File: src/rtl/hpi_txn_ctrl.sv
// hpi_txn_ctrl -- transaction controller for an EZ-OTG style HPI port.
//
// Each accepted request becomes two HPI accesses:
//    1. address phase: write the latched req_addr to HPI register 2'b10
//    2. data phase:    read or write HPI register 2'b00
// Each access runs SETUP (1 cycle), STROBE (STROBE_CYCLES) and
// RECOV (RECOVER_CYCLES). A one-cycle RESP state then pulses resp_valid.
// rst_req in IDLE holds hpi_rst_n low for RST_CYCLES instead.
//
// Ports:
//    Clk, Reset                     clock, synchronous active-high reset
//    req_valid/req_ready            request handshake (ready only in IDLE)
//    req_write, req_addr, req_wdata request contents
//    rst_req                        chip reset request pulse
//    resp_valid, resp_rdata         completion pulse and read data
//    busy                           high whenever not IDLE
//    hpi_addr, hpi_data_out         register select and write data to the I/O block
//    hpi_data_in                    registered bus data from the I/O block
//    hpi_r_n, hpi_w_n, hpi_cs_n, hpi_rst_n  active-low strobes
//    txn_count                      completed transaction count
//
// Build option: define HPI_TXN_COUNT_EN to make txn_count count resp_valid
// pulses; otherwise txn_count is tied to 0.
module hpi_txn_ctrl #(
   parameter int STROBE_CYCLES  = 4,
   parameter int RECOVER_CYCLES = 2,
   parameter int RST_CYCLES     = 16
) (
   input  logic        Clk,
   input  logic        Reset,
   input  logic        req_valid,
   output logic        req_ready,
   input  logic        req_write,
   input  logic [15:0] req_addr,
   input  logic [15:0] req_wdata,
   input  logic        rst_req,
   output logic        resp_valid,
   output logic [15:0] resp_rdata,
   output logic        busy,
   output logic [1:0]  hpi_addr,
   output logic [15:0] hpi_data_out,
   input  logic [15:0] hpi_data_in,
   output logic        hpi_r_n,
   output logic        hpi_w_n,
   output logic        hpi_cs_n,
   output logic        hpi_rst_n,
   output logic [15:0] txn_count
);

   typedef enum logic [3:0] {
      IDLE, CRST, A_SETUP, A_STROBE, A_RECOV, D_SETUP, D_STROBE, D_RECOV, RESP
   } state_t;

   // Counter reload values: a state lasting N cycles loads N-1 and leaves at 0.
   localparam logic [7:0] STROBE_LD  = 8'(STROBE_CYCLES - 1);
   localparam logic [7:0] RECOVER_LD = 8'(RECOVER_CYCLES - 1);
   localparam logic [7:0] RST_LD     = 8'(RST_CYCLES - 1);

   state_t      state_reg, state_next;
   logic [7:0]  cnt_reg, cnt_next;
   logic        accept;
   logic        write_reg;
   logic [15:0] wdata_reg;
   logic [1:0]  addr_out_reg;
   logic [15:0] data_out_reg;
   logic [15:0] rdata_reg;

   assign req_ready = (state_reg == IDLE) && !Reset;
   assign accept    = req_valid && req_ready;

   always_ff @(posedge Clk) begin
      if (Reset) begin
         state_reg <= IDLE;
         cnt_reg   <= 8'd0;
      end else begin
         state_reg <= state_next;
         cnt_reg   <= cnt_next;
      end
   end

   always_comb begin
      state_next = state_reg;
      // Saturating down-count; states reload on entry below.
      cnt_next   = (cnt_reg != 8'd0) ? cnt_reg - 8'd1 : cnt_reg;
      case (state_reg)
         IDLE: begin
            // rst_req has priority over a simultaneous request.
            if (rst_req) begin
               state_next = CRST;
               cnt_next   = RST_LD;
            end else if (accept) begin
               state_next = A_SETUP;
               cnt_next   = 8'd0;
            end
         end
         CRST:     if (cnt_reg == 8'd0) state_next = IDLE;
         A_SETUP: begin
            state_next = A_STROBE;
            cnt_next   = STROBE_LD;
         end
         A_STROBE: if (cnt_reg == 8'd0) begin
            state_next = A_RECOV;
            cnt_next   = RECOVER_LD;
         end
         A_RECOV:  if (cnt_reg == 8'd0) begin
            state_next = D_SETUP;
            cnt_next   = 8'd0;
         end
         D_SETUP: begin
            state_next = D_STROBE;
            cnt_next   = STROBE_LD;
         end
         D_STROBE: if (cnt_reg == 8'd0) begin
            state_next = D_RECOV;
            cnt_next   = RECOVER_LD;
         end
         D_RECOV:  if (cnt_reg == 8'd0) begin
            state_next = RESP;
            cnt_next   = 8'd0;
         end
         RESP:     state_next = IDLE;
         default:  state_next = IDLE;
      endcase
   end

   // Request latch and HPI address/data drive. The address/data registers
   // only change at phase start, so they stay stable through RECOV.
   always_ff @(posedge Clk) begin
      if (Reset) begin
         write_reg    <= 1'b0;
         wdata_reg    <= 16'h0000;
         addr_out_reg <= 2'b00;
         data_out_reg <= 16'h0000;
         rdata_reg    <= 16'h0000;
      end else begin
         if (accept && !rst_req) begin
            write_reg    <= req_write;
            wdata_reg    <= req_wdata;
            addr_out_reg <= 2'b10;
            data_out_reg <= req_addr;
            rdata_reg    <= 16'h0000;
         end
         if (state_reg == A_RECOV && state_next == D_SETUP) begin
            addr_out_reg <= 2'b00;
            data_out_reg <= write_reg ? wdata_reg : 16'h0000;
         end
         // hpi_data_in lags the bus by one register stage, so the last
         // strobe cycle's data shows up in the first D_RECOV cycle.
         if (state_reg == D_RECOV && cnt_reg == RECOVER_LD && !write_reg)
            rdata_reg <= hpi_data_in;
      end
   end

   assign hpi_addr     = addr_out_reg;
   assign hpi_data_out = data_out_reg;
   assign resp_rdata   = rdata_reg;
   assign resp_valid   = (state_reg == RESP);
   assign busy         = (state_reg != IDLE);

   assign hpi_cs_n  = !(state_reg == A_SETUP || state_reg == A_STROBE ||
                        state_reg == D_SETUP || state_reg == D_STROBE);
   // Address phase is always a write of the target address.
   assign hpi_w_n   = !(state_reg == A_STROBE || (state_reg == D_STROBE && write_reg));
   assign hpi_r_n   = !(state_reg == D_STROBE && !write_reg);
   assign hpi_rst_n = !(state_reg == CRST);

`ifdef HPI_TXN_COUNT_EN
   logic [15:0] count_reg;

   always_ff @(posedge Clk) begin
      if (Reset)
         count_reg <= 16'h0000;
      else if (state_reg == RESP)
         count_reg <= count_reg + 16'h0001;
   end

   assign txn_count = count_reg;
`else
   assign txn_count = 16'h0000;
`endif

endmodule
File: config.mk
export PLATFORM = sky130hd
export DESIGN_NAME = hpi_txn_ctrl
export DESIGN_NICKNAME = d
export VERILOG_FILES = /design/src/rtl/hpi_txn_ctrl.sv
export SDC_FILE = /design/constraint.sdc
export NUM_CORES = 1
export LEC_CHECK = 0
export ABC_CLOCK_PERIOD_IN_PS = 4200
export CORE_ASPECT_RATIO = 0.6
export CORE_MARGIN = 3
export CORE_UTILIZATION = 49
export CTS_BUF_LIST = sky130_fd_sc_hd__clkbuf_8
export DETAILED_ROUTE_END_ITERATION = 12
export GPL_TIMING_DRIVEN = 1
export PLACE_DENSITY = 0.92
export SYNTH_ARGS = -nofsm -noshare
export SYNTH_HDL_FRONTEND = slang
export SYNTH_SLANG_ARGS = --single-unit
File: constraint.sdc
create_clock -name Clk -period 4.2 [get_ports Clk]
set_input_delay 1.05 -clock Clk [delete_from_list [all_inputs] [get_ports Clk]]
set_output_delay 1.05 -clock Clk [all_outputs]
set_load 0.01 [all_outputs]
# After elaboration in Yosys (flattened, before gate mapping)
# Cells that the tools add are included.
totals:
  register_bits: 62
  input_bits: 53
  out_inout_bits: 57
  elab_cells: 66
op_classes:
  addsub: 1
  eq_ne: 10
  n_mux: 19
  reduce_logical: 29
op_table:
  columns: ["op", "count"]
  rows:
  - ["two-way mux 16 bit", 5]
  - ["two-way mux 8 bit", 5]
  - ["case mux 4 bit (8 select lines)", 1]
  - ["case mux 8 bit (4 select lines)", 1]
  - ["two-way mux 4 bit", 7]
  - ["== test 4 x 3 -> 1 bit, second input constant", 5]
  - ["== test 4 x 2 -> 1 bit, second input constant", 2]
  - ["== test 8 x 1 -> 1 bit, second input constant", 1]
  - ["logical AND 1 bit", 8]
  - ["zero test 8 bit", 1]
  - ["nonzero test 8 bit", 1]
  - ["OR reduction 2 bit", 4]
  - ["subtractor 8 x 1 -> 8 bit, second input constant", 1]
  - ["zero test 1 bit", 7]
  - ["== test 4 x 1 -> 1 bit, second input constant", 1]
  - ["== test 4 bit, second input constant", 1]
  - ["zero test 4 bit", 1]
  - ["logical OR 1 bit", 4]
  - ["nonzero test 2 bit", 2]
  - ["nonzero test 4 bit", 1]

# Longest topological paths before layout
# Gate-level depths: netlist of run 1.
depth:
  ltp_word: 9
  ltp_mapped: 11
  depth_no_buf: 10

# Worst setup path before layout of run 1
# OpenSTA, ideal clock, no wires.
synth_path:
  path_kind: "reg2out"
  startpoint: "reg state_reg[0]"
  endpoint: "out hpi_rst_n"
  arrival_time_ps: 1526
  t_required_ps: 3150
  slack_ps: 1624
  path_stages_with_launch: 4
  n_path_buf: 2
  path_cell_list: "dfxtp_1 -> buf_2 -> buf_1 -> or4b_2"
synth_via:
  elab_chain_cells: 2
synth_lines:
  columns: ["item", "line", "rtl"]
  rows:
  - ["start, declared", "59", "state_t state_reg, state_next;"]
  - ["start signal, assigned", "76", "state_reg <= state_next;"]
  - ["== test 4 x 1 -> 1 bit", "165", "assign hpi_rst_n = !(state_reg == CRST);"]
  - ["zero test 1 bit", "165", null]
  - ["end, declared", "46", "output logic hpi_rst_n,"]
# Every way passes these cells.

# Final worst setup path of run 1
layout_path:
  startpoint: "reg state_reg[0]"
  endpoint: "out req_ready"
layout_via:
  elab_chain_cells: 2
layout_lines:
  columns: ["item", "line", "rtl"]
  rows:
  - ["zero test 4 bit", "68", "assign req_ready = (state_reg == IDLE) && !Reset;"]
  - ["logical AND 1 bit", "68", null]
  - ["end, declared", "32", "output logic req_ready,"]
# Every way passes these cells.

==> run metrics, run 1 <==
cts-stage hold buffer count 0; post-DR vias/cell 5.53; Async S/R FF share, synth 0%; unrepaired setup endpoints after global routing false; Post-Synthesis Cells 304; WL met3 between 700 and 800 µm; first-pass GRT wire length 12200 µm; # Max-Cap Violations 0; Critical Path AT between 2000 and 2500 ps; Routed WL 7660 µm; drt first-iter violations 220; total negative slack 0 ps; DRC errors left 0; Switching Fraction a little under a third; wire length on met2 3270 µm; hold_ws 455 ps; switching pwr 545 µW; grt total ovfl 0; GP Congestion roughly 0.85; period utilization 80.5%; ANT nets after route 0; dpl hpwl 5330 µm; global-route usage over all layers a little under a quarter; outcome completed; Startpoint Class flop; Ys Warns 0; Post-Syn Area 0.00285 mm²; Yosys cell types 50; Synth Register Bits 62; vias post-DR 2594; later-pin clock latency in the skew report approximately 340 ps; fmax 296 MHz; fillcell total 383; combinational power share 26.7%; H-Tree Depth 3; Layout Utilization 74.3%; min Tclk post-route about 3400 ps; syn avg cell area roughly 9.4 µm²; Final Hold Fails 0; core footprint roughly 0.0053 mm²; wl on met1 3560 µm; area of the multi-input gates ~0.0014 mm²; CP required 3150 ps; Routed WL per cell about 16 µm; Worst Setup End Kind output port; final slew viol count 0; clock tree buffer depth 2; Crit Path Class reg2out; Die Ht 65.1 µm; clk slew on worst S/H paths 70 ps; sequential share of power 38.4%; share of cells above drive strength 1 about 7.4%; max layer used met4; worst-path maximum fanout 22; detailed-router iteration count before antenna repair 5; Starting Density 53.4%; Synth Flop Type dfxtp_1; full die area 0.00679 mm²; Final setup violation count 0; TritonCTS clock tree done; ANT cells 0; Root Buffer clkbuf_8; clock share of power 34.9%; port bufs between 90 and 100; row count 20; Die Wd 104 µm; Post CTS Setup Buffer Count 0; initial antenna violation count 0; Seq. cell area 0.00124 mm²; TritonCTS Sinks 62; clk_skew 5.53 ps; slew margin rel. 19.9%; TritonCTS buffer count 9; Pleak 1.50 nW; largest net degree at the start of global routing 33; number of enable flip-flop cells after synthesis 0; post-synthesis sequential area ratio 43.6%; maximum VDD drop 0.272 mV; internal power 1.23 mW; vias in the first global route 2458; worst hold-check path type reg2reg; PD cells 449 mW/mm²; Layout area overhead 39.0%; IO Count 110; Layout Nets 444; Resized cells post-CTS 0; worst-margin pin slew 1200 ps
==> cell type report <==
cell class / count / share of cell area [%]
well taps: 77 / 2.43
clock buffers: 12 / 4.17
multi-input cells: 210 / 35.3
clock inverters: 4 / 1.93
inverters: 8 / 0.759
repair buffers: 96 / 24.0
flip-flops and latches: 62 / 31.4
==> layer usage <==
| metal | vias up | track usage [%] |
|---|---|---|
| met3 | 10 | 9.05 |
| met1 | 1202 | 29.9 |
| met4 | 0 | 6.97 |
| met2 | 134 | 34.6 |
| met5 | - | 0 |
| li1 | 1248 | - |
==> cell families (layout without fill, tap and decap cells) <==
logic type                 after synthesis  count (layout)  synth area share, %
AOI/OAI and AO/OA                       77              77                 21.2
xor gates and xnor gates                 7               7                 2.15
adders and majority gates                4               4                 1.76
buffers and inverters                   48             120                 9.40
DFF                                     62              62                 43.6
muxes                                    2               2                0.703
other                                    1              17                0.132
and+or+nand+nor                        103             103                 21.1
==> path summary, 6_finish.rpt <==
check	startpoint	end	slack (ps)	cells past startpoint
max	state_reg[0]$_SDFF_PP0_	req_ready	820	4
max reg2reg	cnt_reg[0]$_SDFF_PP0_	cnt_reg[0]$_SDFF_PP0_	1470	10
min	wdata_reg[7]$_SDFFE_PP0P_	wdata_reg[7]$_SDFFE_PP0P_	450	2
min reg2reg	wdata_reg[7]$_SDFFE_PP0P_	wdata_reg[7]$_SDFFE_PP0P_	450	2
==> critical path, stage by stage (launching register included) <==
cell	delay, ps
dfxtp_1	560
nor4_4	540
inv_1	130
nor2_1	170
clkdlybuf4s50_1	590
==> power groups by stage <==
stage	registers (mW)	logic, mW	clock network (mW)
3_3_place_gp	0.692	0.439	0
4_1_cts	0.681	0.466	0.628
5_1_grt	0.689	0.518	0.652
6_report	0.682	0.475	0.621
2_1_floorplan	0.678	0.321	0
3_5_place_dp	0.694	0.456	0
==> cells in the mapped netlist, drive strengths merged, types with 5 or more instances <==
cell	instances	area [µm²]
buf	32	208
nand2	39	146
a221o	16	160
a21oi	20	100
clkbuf	8	30.0
dfxtp	62	1240
nor4	5	52.6
inv	8	30.0
a22o	18	158
and4	17	149
nor3	6	35.0
nor2	14	52.6
==> metrics by stage <==
step	power (mW)	std cells	cell area [µm²]	worst slack (ps)
floorplan	0.999	320	2910	1620
global placement	1.13	453	3720	1000
detailed placement	1.15	453	3720	908
CTS	1.77	469	3960	819
global route	1.86	469	3960	647
finish	1.78	469	3960	819
==> layout by cell type (no fill, tap or decap), types with 5 or more instances in the layout <==
cell	netlist	routed
clkbuf_8	0	12
dfxtp_1	62	62
a21oi_1	20	20
conb_1	1	17
and4_1	17	17
inv_1	8	8
nor3_1	5	5
a22o_1	18	18
clkdlybuf4s50_1	0	92
nand2_1	39	39
a221o_1	16	16
nor2_1	14	14
Note: power is estimated with default switching activity, not from simulation.
==> inputs of run 2 (changes only) <==
Settings changed: ABC_CLOCK_PERIOD_IN_PS 4200 to 3000, CORE_UTILIZATION 49 to 41, PLACE_DENSITY 0.92 to 0.83.
Clock period 4.2 ns to 3 ns, I/O delays scaled along.
==> run 2 against run 1 <==
Effect of this change:
- global-route usage shrank 3.9 points
- first-iteration DRC count shrank 20%
- largest power group unchanged
- cell count grew 2.3%
- flip-flop and latch count is the same
- critical path depth shrank 1
- wire length shrank 0.51%
- worst hold slack gained 1.6 ps
- non-clock buffer count grew 4
- final area shrank 0.41%
- count of clock-buffer cells in the layout shrank 3
- clock power grew 3%
- die area grew 18%
==> run metrics, run 2 (synthesis results as in run 1) <==
outcome completed (unchanged); Die Ht 70.6 µm (was 65.1 µm); core footprint 0.00641 mm² (was 0.00533 mm²); CP required 2250 ps (was 3150 ps); total negative slack 0 ps (unchanged); later-pin clock latency in the skew report 330 ps (was 340 ps); Pleak 1.49 nW (was 1.50 nW); clk slew on worst S/H paths 70 ps (about the same); global-route usage over all layers 18.9% (was 22.8%); worst-path maximum fanout 15 (was 22); commonest cells after routing, fill and taps aside clkdlybuf4s50_1 (92), dfxtp_1 (61), nand2_1 (39) (was clkdlybuf4s50_1 (92), dfxtp_1 (62), nand2_1 (39)); Reg2Reg Capture Point hpi_data_out[0]$_SDFFE_PP0P_ (was cnt_reg[0]$_SDFF_PP0_); min Tclk post-route approximately 2800 ps; PD cells 571 mW/mm² (was 449 mW/mm²); worst hold-check path type reg2reg (unchanged); H-Tree Depth 3 (unchanged); GP Congestion 0.908 (was 0.853); Hold Path Sink wdata_reg[6]$_SDFFE_PP0P_ (was wdata_reg[7]$_SDFFE_PP0P_); Hold Path Cell Cnt 2 (unchanged); fillcell total 544 (was 383); TritonCTS buffer count 9 (unchanged); most common cell after layout, fill and taps aside clkdlybuf4s50_1 (unchanged); IO Count 110 (unchanged); Layout Utilization 61.5% (was 74.3%); Worst Setup End Kind output port (unchanged); Routed WL 7620 µm (was 7660 µm); DRC errors left 0 (unchanged); port bufs 92 (unchanged); ANT nets after route 0 (unchanged); slew margin rel. 22.2% (was 19.9%); Resized cells post-CTS 0 (unchanged); detailed-router iteration count before antenna repair 4 (was 5); area of the multi-input gates 0.00140 mm² (unchanged); clock tree buffer depth 2 (unchanged); flop2flop setup slack 370 ps (was 1470 ps); Die Wd 114 µm (was 104 µm); Post CTS Setup Buffer Count 0 (unchanged); Startpoint Class flop (unchanged); final slew viol count 0 (unchanged); row count 22 (was 20); worst-margin pin slew 1170 ps (was 1200 ps); Crit Path Class reg2out (unchanged); vias in the first global route 2433 (was 2458); ANT cells 0 (unchanged); unrepaired setup endpoints after global routing false (unchanged); Critical Path AT 2030 ps (was 2330 ps); Final setup violation count 0 (unchanged); share of cells above drive strength 1 8.59% (was 7.40%); Worst Reg2Reg Path Length in Cells 7 (was 10); period utilization 92.6%; TritonCTS clock tree done (unchanged); Layout Nets 448 (was 444); FF-to-FF Start cnt_reg[0]$_SDFF_PP0_ (unchanged); grt total ovfl 0 (unchanged); full die area 0.00801 mm² (was 0.00679 mm²); Seq. cell area 0.00124 mm² (about the same); clk_skew 8.38 ps (was 5.53 ps); largest net degree at the start of global routing 35 (was 33); dpl hpwl 5400 µm (was 5330 µm); hold_sp wdata_reg[6]$_SDFFE_PP0P_ (was wdata_reg[7]$_SDFFE_PP0P_); fmax approximately 360 MHz; drt first-iter violations 176 (was 220); initial antenna violation count 0 (unchanged); Final Hold Fails 0 (unchanged); TritonCTS Sinks 62 (unchanged); cts-stage hold buffer count 0 (unchanged); maximum VDD drop 0.258 mV (was 0.272 mV); # Max-Cap Violations 0 (unchanged); Root Buffer clkbuf_8 (unchanged); vias post-DR 2520 (was 2594); Starting Density 44.4% (was 53.4%); Layout area overhead 38.4% (was 39.0%); Routed WL per cell 15.9 µm (was 16.3 µm); post-DR vias/cell 5.25 (was 5.53); first-pass GRT wire length 12100 µm (was 12200 µm)
==> run 2: worst max-delay path: stages (launching register included) <==
cell and delay [ps]:
dfxtp_1 680, inv_1 180, nor4_1 260, clkdlybuf4s50_1 580
==> run 2: metal layers <==
layer / wire [µm] / global-route usage, % / up-vias / part of all wire (%)
met4: 37 / 4.80 / 0 / 0.49
li1: - / - / 1259 / -
met3: 927 / 8.38 / 5 / 12
met2: 3230 / 27.5 / 119 / 42
met1: 3420 / 25.6 / 1137 / 45
met5: 0 / 0 / - / 0
==> run 2: layout make-up <==
| class | instances | area share [%] |
|---|---|---|
| Tap cell | 84 | 2.67 |
| Clock buffer | 9 | 3.14 |
| Clock inverter | 7 | 1.24 |
| Sequential cell | 62 | 31.5 |
| Inverter | 8 | 0.762 |
| Timing Repair Buffer | 100 | 25.2 |
| Multi-Input combinational cell | 210 | 35.5 |
==> run 2: stage by stage <==
| step | hold slack [ps] | setup slack, ps | cells | total power [mW] | area [µm²] |
|---|---|---|---|---|---|
| after global routing | 468 | 12.1 | 480 | 2.38 | 3940 |
| final | 456 | 221 | 480 | 2.25 | 3940 |
| after CTS | 454 | 31.2 | 480 | 2.27 | 3940 |
| after detailed placement | 444 | 240 | 464 | 1.62 | 3770 |
| after floorplan | 432 | 724 | 320 | 1.40 | 2910 |
| after global placement | 438 | 298 | 464 | 1.60 | 3770 |
==> run 2: worst max-delay path by stage <==
stage | endpoint | cells after the start | slack, ps | from
after floorplan | hpi_rst_n | 3 | 720 | state_reg[0]$_SDFF_PP0_
after global placement | resp_rdata[7]$_SDFFE_PP0P_ | 6 | 300 | Reset
after detailed placement | hpi_data_out[12]$_SDFFE_PP0P_ | 4 | 240 | req_valid
final | resp_valid | 3 | 220 | state_reg[3]$_SDFF_PP0_
after global routing | resp_valid | 3 | 10 | state_reg[3]$_SDFF_PP0_
after CTS | hpi_w_n | 4 | 30 | state_reg[2]$_SDFF_PP0_
==> run 2: power breakdown <==
part	leakage (nW)	total, mW	switching [mW]	internal (mW)
Sequential	0.504	0.944	0.0622	0.881
Clock	0.0894	0.641	0.341	0.300
Combinational	0.901	0.668	0.355	0.313
Total	1.49	2.25	0.758	1.50
